[config.mk]
export PLATFORM = sky130hd
export DESIGN_NAME = mult_stream_ctrl_flat
export DESIGN_NICKNAME = d
export VERILOG_FILES = /design/src/rtl/mult_stream_ctrl_pkg.sv /design/src/rtl/mult_stream_ctrl_if.sv /design/src/rtl/mult_stream_ctrl_core.sv /design/src/rtl/mult_stream_ctrl.sv /design/src/flat_wrapper.sv
export SDC_FILE = /design/constraint.sdc
export NUM_CORES = 2
export LEC_CHECK = 0
export ABC_AREA = 0
export ABC_CLOCK_PERIOD_IN_PS = 4700
export BUFFER_PORTS_ARGS = -buffer_cell sky130_fd_sc_hd__buf_2
export CAP_MARGIN = 40
export CORE_MARGIN = 3
export CORE_UTILIZATION = 65
export CTS_BUF_LIST = sky130_fd_sc_hd__clkbuf_2 sky130_fd_sc_hd__clkbuf_4 sky130_fd_sc_hd__clkbuf_8
export CTS_CLUSTER_DIAMETER = 30
export DETAILED_ROUTE_END_ITERATION = 6
export GPL_TIMING_DRIVEN = 0
export PLACE_DENSITY = 0.82
export SYNTH_ARGS = -nofsm -noshare
export SYNTH_HDL_FRONTEND = slang
export SYNTH_SLANG_ARGS = --single-unit
export TNS_END_PERCENT = 20
[constraint.sdc]
create_clock -name clock -period 4.7 [get_ports clock]
set_input_delay 1.41 -clock clock [delete_from_list [all_inputs] [get_ports clock]]
set_output_delay 1.41 -clock clock [all_outputs]
set_load 0.01 [all_outputs]
[src/rtl/mult_stream_ctrl_pkg.sv]
// Shared encodings for the streaming multiplier controller:
// operand modes, controller states and operand width lookup.
package mult_pkg;

  localparam logic [1:0] MODE_U8  = 2'd0;
  localparam logic [1:0] MODE_S8  = 2'd1;
  localparam logic [1:0] MODE_S16 = 2'd2;
  localparam logic [1:0] MODE_SW  = 2'd3;

  typedef enum logic [2:0] {
    S_IDLE,
    S_FETCH_A,
    S_FETCH_B,
    S_LOAD,
    S_MUL,
    S_FIX,
    S_OUT,
    S_DONE
  } state_e;

  function automatic int unsigned opw_of(
    input logic [1:0]  m,
    input int unsigned dw
  );
    int unsigned w;
    unique case (m)
      MODE_U8:  w = 8;
      MODE_S8:  w = 8;
      MODE_S16: w = 16;
      default:  w = dw;
    endcase
    return w;
  endfunction

endpackage

[src/rtl/mult_stream_ctrl_if.sv]
// Product stream bundle: valid/ready handshake with
// product payload and its index within the run.
interface mult_stream_ctrl_if #(
  parameter int DATA_W = 32,
  parameter int ADDR_W = 5
);

  logic                  prod_valid;
  logic                  prod_ready;
  logic [2*DATA_W-1:0]   product;
  logic [ADDR_W-1:0]     prod_index;

  modport master (
    output prod_valid,
    output product,
    output prod_index,
    input  prod_ready
  );

  modport slave (
    input  prod_valid,
    input  product,
    input  prod_index,
    output prod_ready
  );

endinterface

[src/rtl/mult_stream_ctrl_core.sv]
// Sequential shift-add multiplier on operand magnitudes;
// one multiplier bit per step, sign applied on the output.
module seq_mult_core #(
  parameter int DATA_W = 32,
  parameter int CW     = 6
) (
  input  logic                clock,
  input  logic                reset,
  input  logic                load,
  input  logic                step,
  input  logic [CW-1:0]       opw,
  input  logic [DATA_W-1:0]   a,
  input  logic [DATA_W-1:0]   b,
  input  logic                neg,
  output logic                last,
  output logic [2*DATA_W-1:0] acc
);

  localparam int PW = 2 * DATA_W;

  logic [PW-1:0]     acc_q, acc_d;
  logic [PW-1:0]     mcand_q, mcand_d;
  logic [DATA_W-1:0] mplier_q, mplier_d;
  logic [CW-1:0]     cnt_q, cnt_d;
  logic              neg_q, neg_d;

  always_ff @(posedge clock or negedge reset) begin
    if (!reset) begin
      acc_q    <= '0;
      mcand_q  <= '0;
      mplier_q <= '0;
      cnt_q    <= '0;
      neg_q    <= 1'b0;
    end else begin
      acc_q    <= acc_d;
      mcand_q  <= mcand_d;
      mplier_q <= mplier_d;
      cnt_q    <= cnt_d;
      neg_q    <= neg_d;
    end
  end

  always_comb begin
    acc_d    = acc_q;
    mcand_d  = mcand_q;
    mplier_d = mplier_q;
    cnt_d    = cnt_q;
    neg_d    = neg_q;
    if (load) begin
      acc_d    = '0;
      mcand_d  = PW'(a);
      mplier_d = b;
      cnt_d    = opw;
      neg_d    = neg;
    end else if (step) begin
      if (mplier_q[0]) acc_d = acc_q + mcand_q;
      mcand_d  = mcand_q << 1;
      mplier_d = mplier_q >> 1;
      cnt_d    = cnt_q - CW'(1);
    end
  end

  assign last = (cnt_q == CW'(1));
  assign acc  = neg_q ? -acc_q : acc_q;

endmodule

[src/rtl/mult_stream_ctrl.sv]
// Run controller: operand RAM, fetch/multiply/stream FSM
// and the product valid/ready output.
module mult_stream_ctrl
  import mult_pkg::*;
#(
  parameter int DATA_W = 32,
  parameter int ADDR_W = 5
) (
  input  logic              clock,
  input  logic              reset,
  input  logic              wr_en,
  input  logic [ADDR_W-1:0] wr_addr,
  input  logic [DATA_W-1:0] wr_data,
  input  logic              start,
  input  logic [ADDR_W-1:0] base_addr,
  input  logic [ADDR_W-1:0] pair_count,
  input  logic [1:0]        mode,
  output logic              busy,
  output logic              done,
  mult_stream_ctrl_if.master prod
);

  localparam int CW = $clog2(DATA_W + 1);
  localparam int PW = 2 * DATA_W;

  state_e            state_q, state_d;
  logic [ADDR_W-1:0] ptr_q, ptr_d;
  logic [ADDR_W-1:0] rem_q, rem_d;
  logic [ADDR_W-1:0] idx_q, idx_d;
  logic [1:0]        mode_q, mode_d;
  logic [DATA_W-1:0] a_q, a_d;
  logic              busy_q, busy_d;
  logic              done_q, done_d;
  logic              valid_q, valid_d;
  logic [PW-1:0]     prod_q, prod_d;
  logic [ADDR_W-1:0] pidx_q, pidx_d;

  logic [DATA_W-1:0] mem [2**ADDR_W];
  logic [DATA_W-1:0] rd_q;
  logic [ADDR_W-1:0] rd_addr;

  logic [DATA_W-1:0] ext_a, ext_b;
  logic [DATA_W-1:0] mag_a, mag_b;
  logic              neg;
  logic              core_load, core_step, core_last;
  logic [CW-1:0]     opw;
  logic [PW-1:0]     core_acc;

  function automatic logic [DATA_W-1:0] sext(
    input logic [DATA_W-1:0] x,
    input logic [1:0]        m
  );
    logic [DATA_W-1:0] r;
    unique case (m)
      MODE_U8:  r = DATA_W'(x[7:0]);
      MODE_S8:  r = DATA_W'($signed(x[7:0]));
      MODE_S16: r = DATA_W'($signed(x[15:0]));
      default:  r = x;
    endcase
    return r;
  endfunction

  // read-before-write: a same-address read sees the old word
  always_ff @(posedge clock) begin
    if (wr_en) mem[wr_addr] <= wr_data;
    rd_q <= mem[rd_addr];
  end

  assign ext_a = sext(a_q, mode_q);
  assign ext_b = sext(rd_q, mode_q);
  assign mag_a = ext_a[DATA_W-1] ? -ext_a : ext_a;
  assign mag_b = ext_b[DATA_W-1] ? -ext_b : ext_b;
  assign neg   = ext_a[DATA_W-1] ^ ext_b[DATA_W-1];
  assign opw   = CW'(opw_of(mode_q, DATA_W));

  seq_mult_core #(
    .DATA_W (DATA_W),
    .CW     (CW)
  ) u_core (
    .clock (clock),
    .reset (reset),
    .load  (core_load),
    .step  (core_step),
    .opw   (opw),
    .a     (mag_a),
    .b     (mag_b),
    .neg   (neg),
    .last  (core_last),
    .acc   (core_acc)
  );

  always_ff @(posedge clock or negedge reset) begin
    if (!reset) begin
      state_q <= S_IDLE;
      ptr_q   <= '0;
      rem_q   <= '0;
      idx_q   <= '0;
      mode_q  <= MODE_U8;
      a_q     <= '0;
      busy_q  <= 1'b0;
      done_q  <= 1'b0;
      valid_q <= 1'b0;
      prod_q  <= '0;
      pidx_q  <= '0;
    end else begin
      state_q <= state_d;
      ptr_q   <= ptr_d;
      rem_q   <= rem_d;
      idx_q   <= idx_d;
      mode_q  <= mode_d;
      a_q     <= a_d;
      busy_q  <= busy_d;
      done_q  <= done_d;
      valid_q <= valid_d;
      prod_q  <= prod_d;
      pidx_q  <= pidx_d;
    end
  end

  always_comb begin
    state_d   = state_q;
    ptr_d     = ptr_q;
    rem_d     = rem_q;
    idx_d     = idx_q;
    mode_d    = mode_q;
    a_d       = a_q;
    valid_d   = valid_q;
    prod_d    = prod_q;
    pidx_d    = pidx_q;
    rd_addr   = ptr_q;
    core_load = 1'b0;
    core_step = 1'b0;
    unique case (state_q)
      S_IDLE: begin
        if (start) begin
          ptr_d   = base_addr;
          rem_d   = pair_count;
          mode_d  = mode;
          idx_d   = '0;
          state_d = (pair_count == '0) ? S_DONE : S_FETCH_A;
        end
      end
      S_FETCH_A: begin
        rd_addr = ptr_q;
        state_d = S_FETCH_B;
      end
      S_FETCH_B: begin
        rd_addr = ptr_q + ADDR_W'(1);
        a_d     = rd_q;
        state_d = S_LOAD;
      end
      S_LOAD: begin
        core_load = 1'b1;
        state_d   = S_MUL;
      end
      S_MUL: begin
        core_step = 1'b1;
        if (core_last) state_d = S_FIX;
      end
      S_FIX: begin
        prod_d  = core_acc;
        pidx_d  = idx_q;
        valid_d = 1'b1;
        state_d = S_OUT;
      end
      S_OUT: begin
        if (prod.prod_ready) begin
          valid_d = 1'b0;
          rem_d   = rem_q - ADDR_W'(1);
          ptr_d   = ptr_q + ADDR_W'(2);
          idx_d   = idx_q + ADDR_W'(1);
          state_d = (rem_q == ADDR_W'(1)) ? S_DONE : S_FETCH_A;
        end
      end
      S_DONE: begin
        state_d = S_IDLE;
      end
      default: state_d = S_IDLE;
    endcase
    busy_d = (state_d != S_IDLE) && (state_d != S_DONE);
    done_d = (state_d == S_DONE);
  end

  assign busy            = busy_q;
  assign done            = done_q;
  assign prod.prod_valid = valid_q;
  assign prod.product    = prod_q;
  assign prod.prod_index = pidx_q;

endmodule

[src/flat_wrapper.sv]
// flat-port wrapper written by rule: the top's interface ports become plain ports
module mult_stream_ctrl_flat import mult_pkg::*;
#(
  parameter int DATA_W = 32,
  parameter int ADDR_W = 5
)
  (clock, reset, wr_en, wr_addr, wr_data, start, base_addr, pair_count, mode, busy, done, prod_prod_valid, prod_product, prod_prod_index, prod_prod_ready);
  mult_stream_ctrl_if #(.DATA_W(DATA_W), .ADDR_W(ADDR_W)) prod_i ();
  input  logic clock;
  input  logic reset;
  input  logic wr_en;
  input  logic [ADDR_W-1:0] wr_addr;
  input  logic [DATA_W-1:0] wr_data;
  input  logic start;
  input  logic [ADDR_W-1:0] base_addr;
  input  logic [ADDR_W-1:0] pair_count;
  input  logic [1:0] mode;
  output logic busy;
  output logic done;
  output wire logic [$bits(prod_i.prod_valid)-1:0] prod_prod_valid;
  output wire logic [$bits(prod_i.product)-1:0] prod_product;
  output wire logic [$bits(prod_i.prod_index)-1:0] prod_prod_index;
  input wire logic [$bits(prod_i.prod_ready)-1:0] prod_prod_ready;
  assign prod_prod_valid = prod_i.prod_valid;
  assign prod_product = prod_i.product;
  assign prod_prod_index = prod_i.prod_index;
  assign prod_i.prod_ready = prod_prod_ready;
  mult_stream_ctrl #(.DATA_W(DATA_W), .ADDR_W(ADDR_W)) u_core (.clock(clock), .reset(reset), .wr_en(wr_en), .wr_addr(wr_addr), .wr_data(wr_data), .start(start), .base_addr(base_addr), .pair_count(pair_count), .mode(mode), .busy(busy), .done(done), .prod(prod_i));
endmodule
==> impl_metrics.yaml <==
outcome:
  run_status: "finished with violations"
  failed_checks: "setup timing"
sta:
  hold_viol: 0
  min_period_over_period: 1.01
  worst_slack_ns: -0.0505
  fin_skew_ns: 0.0881
  setup_viol: 2
  holdWs_ns: 0.472
  clock.fmax_mhz: 211
  tns_ns: -0.0893
  tightest_slew_ns: 1.12
  finalMaxSlewViolations: 0
  slew_headroom: 0.250
  timing.final.crit_period_ns: 4.75
  rsz0062_at_grt: "true"
yosys:
  syn-num-nets: 3796
  synth_edf_count: 1024
  synth_seq_cells: 1347
  async_flop_share: 0.216
  synth_area_mm2: 0.0579
  ys_types: 86
  synth-seq-area-share: 0.668
  synth_area_leaders: "edfxtp_1 (53%), dfrtp_1 (13%), mux4_2 (12%), o21ai_0 (2.1%), nand2_1 (1.9%)"
  yosysWarnings: 0
  avgSynthCellArea_um2: 15.8
  yosys.area.top_type: "edfxtp_1"
  syn_inst: 3668
  synthFlopType: "edfxtp_1"
  synth_top_area_share: 0.531
worst_setup_path:
  worst_r2r_path_depth: 10
  rrSetupSlack_ns: -0.05
  crit_end: "u_core.rd_q[20]"
  cp_data_arrival_time_ns: 5.49
  start_kind: "flop"
  critPathCaptureType: "flop"
  critical_path_required_ns: 5.44
  cp_max_fo: 10
  path_class: "flop to flop"
  r2r-start: "u_core.state_q[0]"
  cp-startpoint: "u_core.state_q[0]"
  rr_endpoint: "u_core.rd_q[20]"
worst_hold_path:
  min_from: "u_core.prod.product[17]"
  hp-class: "flop to flop"
final_layout:
  finalNetCount: 4263
  postLayoutCoreUtil: 0.771
  area_growth_pct: 16.6
  nFillCells: 4790
  drive_gt1_frac: 0.255
  mostFrequentLayoutCell: "edfxtp_1"
  final_cell_mix: "edfxtp_1 (1024), mux4_2 (320), nand2_1 (292)"
routing:
  drc: 0
  drtPass1Iterations: 6
  routed_wl_um: 173000
  post_drt_wl_per_cell_um: 31.5
  antenna_left: 0
  vias: 38100
  drt_iter0_markers: 5766
  via_per_inst: 6.92
floorplan:
  core_mm2: 0.0876
  die_y_um: 304
  dieArea_mm2: 0.0926
  ioPinCount: 126
  num_rows: 108
  initial_core_util: 0.661
  die_w_um: 304
pwr:
  switching_power_mw: 16.6
  pwr-share-seq: 0.331
  power_frac_comb: 0.401
  clock_power_share: 0.268
  peakVddDrop_uv: 452
  p_int_mw: 29.1
  p_leak_nw: 24.3
  cellPowerDensity_mw_per_mm2: 677
  swShare: 0.364
global_routing:
  grtUsageTotal: 0.367
  antenna_found_initial: 7
  grt_overflow: 0
  grt_pass1_wl_um: 248000
  grt_pass1_vias: 38200
  grt_max_degree: 120
clocking:
  cts.sinks: 1347
  hold_buffers: 0
  htreeDepth: 4
  cts_root_buffer: "clkbuf_8"
  cts_made_buffers: 238
  path_clk_slew_ns: 0.06
  clockBufferDepth: 3
  cts_tree: "yes"
  clock_latency_ns: 0.94
placed_design:
  hpwl_um: 108000
  portBuffers: 125
  gp_congestion: 0.940
flow_run:
  drv_cap: 0
cells in the mapped netlist (7+ instances only):
library cell,n
xnor2_1,61
mux2i_1,32
a21oi_1,144
o21ai_0,247
nor2b_1,11
a211oi_1,22
ha_1,73
o21bai_1,22
nor3_1,47
nand2_1,292
dfxtp_1,32
a31oi_1,51
a21o_1,29
a22o_1,32
o22ai_1,29
nand4_1,26
or3_1,27
nand2b_1,9
inv_1,38
xor2_1,96
o21a_1,7
nor4_1,9
nor2_1,167
o31ai_1,28
edfxtp_1,1024
and3_1,20
nand3b_1,12
buf_1,28
clkbuf_1,166
mux2_2,69
mux4_2,320
dfrtp_1,291
o41ai_1,11
nand3_1,90
or4_1,9
kinds of logic (layout without fill, tap and decap cells):
group | count (synthesis) | after routing | synth area share
adders and majority gates | 74 | 74 | 0.0161
xor gates and xnor gates | 157 | 157 | 0.0238
other | 0 | 3 | 0
DFF | 1347 | 1347 | 0.668
buffers and inverters | 237 | 910 | 0.0160
muxes | 421 | 421 | 0.144
and+or+nand+nor | 760 | 760 | 0.0616
AOI/OAI and AO/OA | 672 | 672 | 0.0707
how the worst min path moves through the flow:
stage	depth (start not counted)	to	slack [ns]
5_1_grt	1	u_core.rem_q[0]	0.49
4_1_cts	1	u_core.a_q[6]	0.46
6_report	2	u_core.prod.product[17]	0.47
2_1_floorplan	2	u_core.u_core.mplier_q[31]	0.45
3_5_place_dp	2	u_core.prod.product[54]	0.46
3_3_place_gp	2	u_core.prod.product[26]	0.46
critical path, cell delays in order, from the launching register on:
cell	delay [ns]
dfrtp_1	0.35
clkbuf_1	0.19
nand2b_1	0.21
nor2_1	0.28
mux2i_1	0.62
clkbuf_1	0.60
buf_6	0.26
clkbuf_1	0.74
mux4_2	0.49
mux4_2	0.53
mux2_2	0.35
power groups by stage:
| stage | Combinational [mW] | Clock [mW] | Sequential (mW) |
|---|---|---|---|
| after floorplan | 11.4 | 0 | 15.0 |
| after global placement | 15.9 | 0 | 15.2 |
| after detailed placement | 17.4 | 0 | 15.3 |
| after CTS | 17.8 | 12.2 | 15.1 |
| after global routing | 19.2 | 12.8 | 15.3 |
| final | 18.3 | 12.3 | 15.1 |
flip-flops by register name (all words and copies together), names as in the netlist, 3 cells and up:
name / flops
u_core.a_q: 32
u_core.idx_q: 5
u_core.mem: 1024
u_core.prod.prod_index: 5
u_core.prod.product: 64
u_core.ptr_q: 5
u_core.rd_q: 32
u_core.rem_q: 5
u_core.state_q: 3
u_core.u_core.acc_q: 64
u_core.u_core.cnt_q: 6
u_core.u_core.mcand_q: 64
u_core.u_core.mplier_q: 32
metrics by stage:
step / std cells / power (mW) / area [um^2] / worst slack [ns]
4_1_cts: 5484 / 45.1 / 67300 / 0.0730
3_3_place_gp: 4948 / 31.1 / 59900 / -3.10
6_report: 5499 / 45.7 / 67500 / -0.0505
3_5_place_dp: 5038 / 32.7 / 61900 / 0.163
5_1_grt: 5497 / 47.2 / 67500 / -0.0997
2_1_floorplan: 3668 / 26.4 / 57900 / 0.856
timing repair:
action	4_1_cts	5_1_grt
gates resized for setup	0	0
setup buffers	0	0
endpoints found under the setup margin	0	11
metal layers:
layer | up-vias | global-route usage | part of all wire
met1 | 18800 | 0.458 | 0.33
met5 | - | 0 | 0.00040
li1 | 15500 | - | -
met3 | 707 | 0.0868 | 0.11
met2 | 3117 | 0.598 | 0.49
met4 | 10 | 0.204 | 0.066
area by class of cell:
| class | count | area, um^2 | area share |
|---|---|---|---|
| Antenna cell | 3 | 7.51 | 0.000111 |
| Sequential cell | 1347 | 38700 | 0.573 |
| Tap cell | 1155 | 1450 | 0.0214 |
| Buffer | 198 | 781 | 0.0116 |
| Timing Repair Buffer | 228 | 2460 | 0.0365 |
| Multi-Input combinational cell | 2084 | 18500 | 0.275 |
| Clock inverter | 128 | 1420 | 0.0210 |
| Inverter | 38 | 143 | 0.00211 |
| Clock buffer | 318 | 4000 | 0.0593 |
Note: power is estimated with default switching activity, not from simulation.
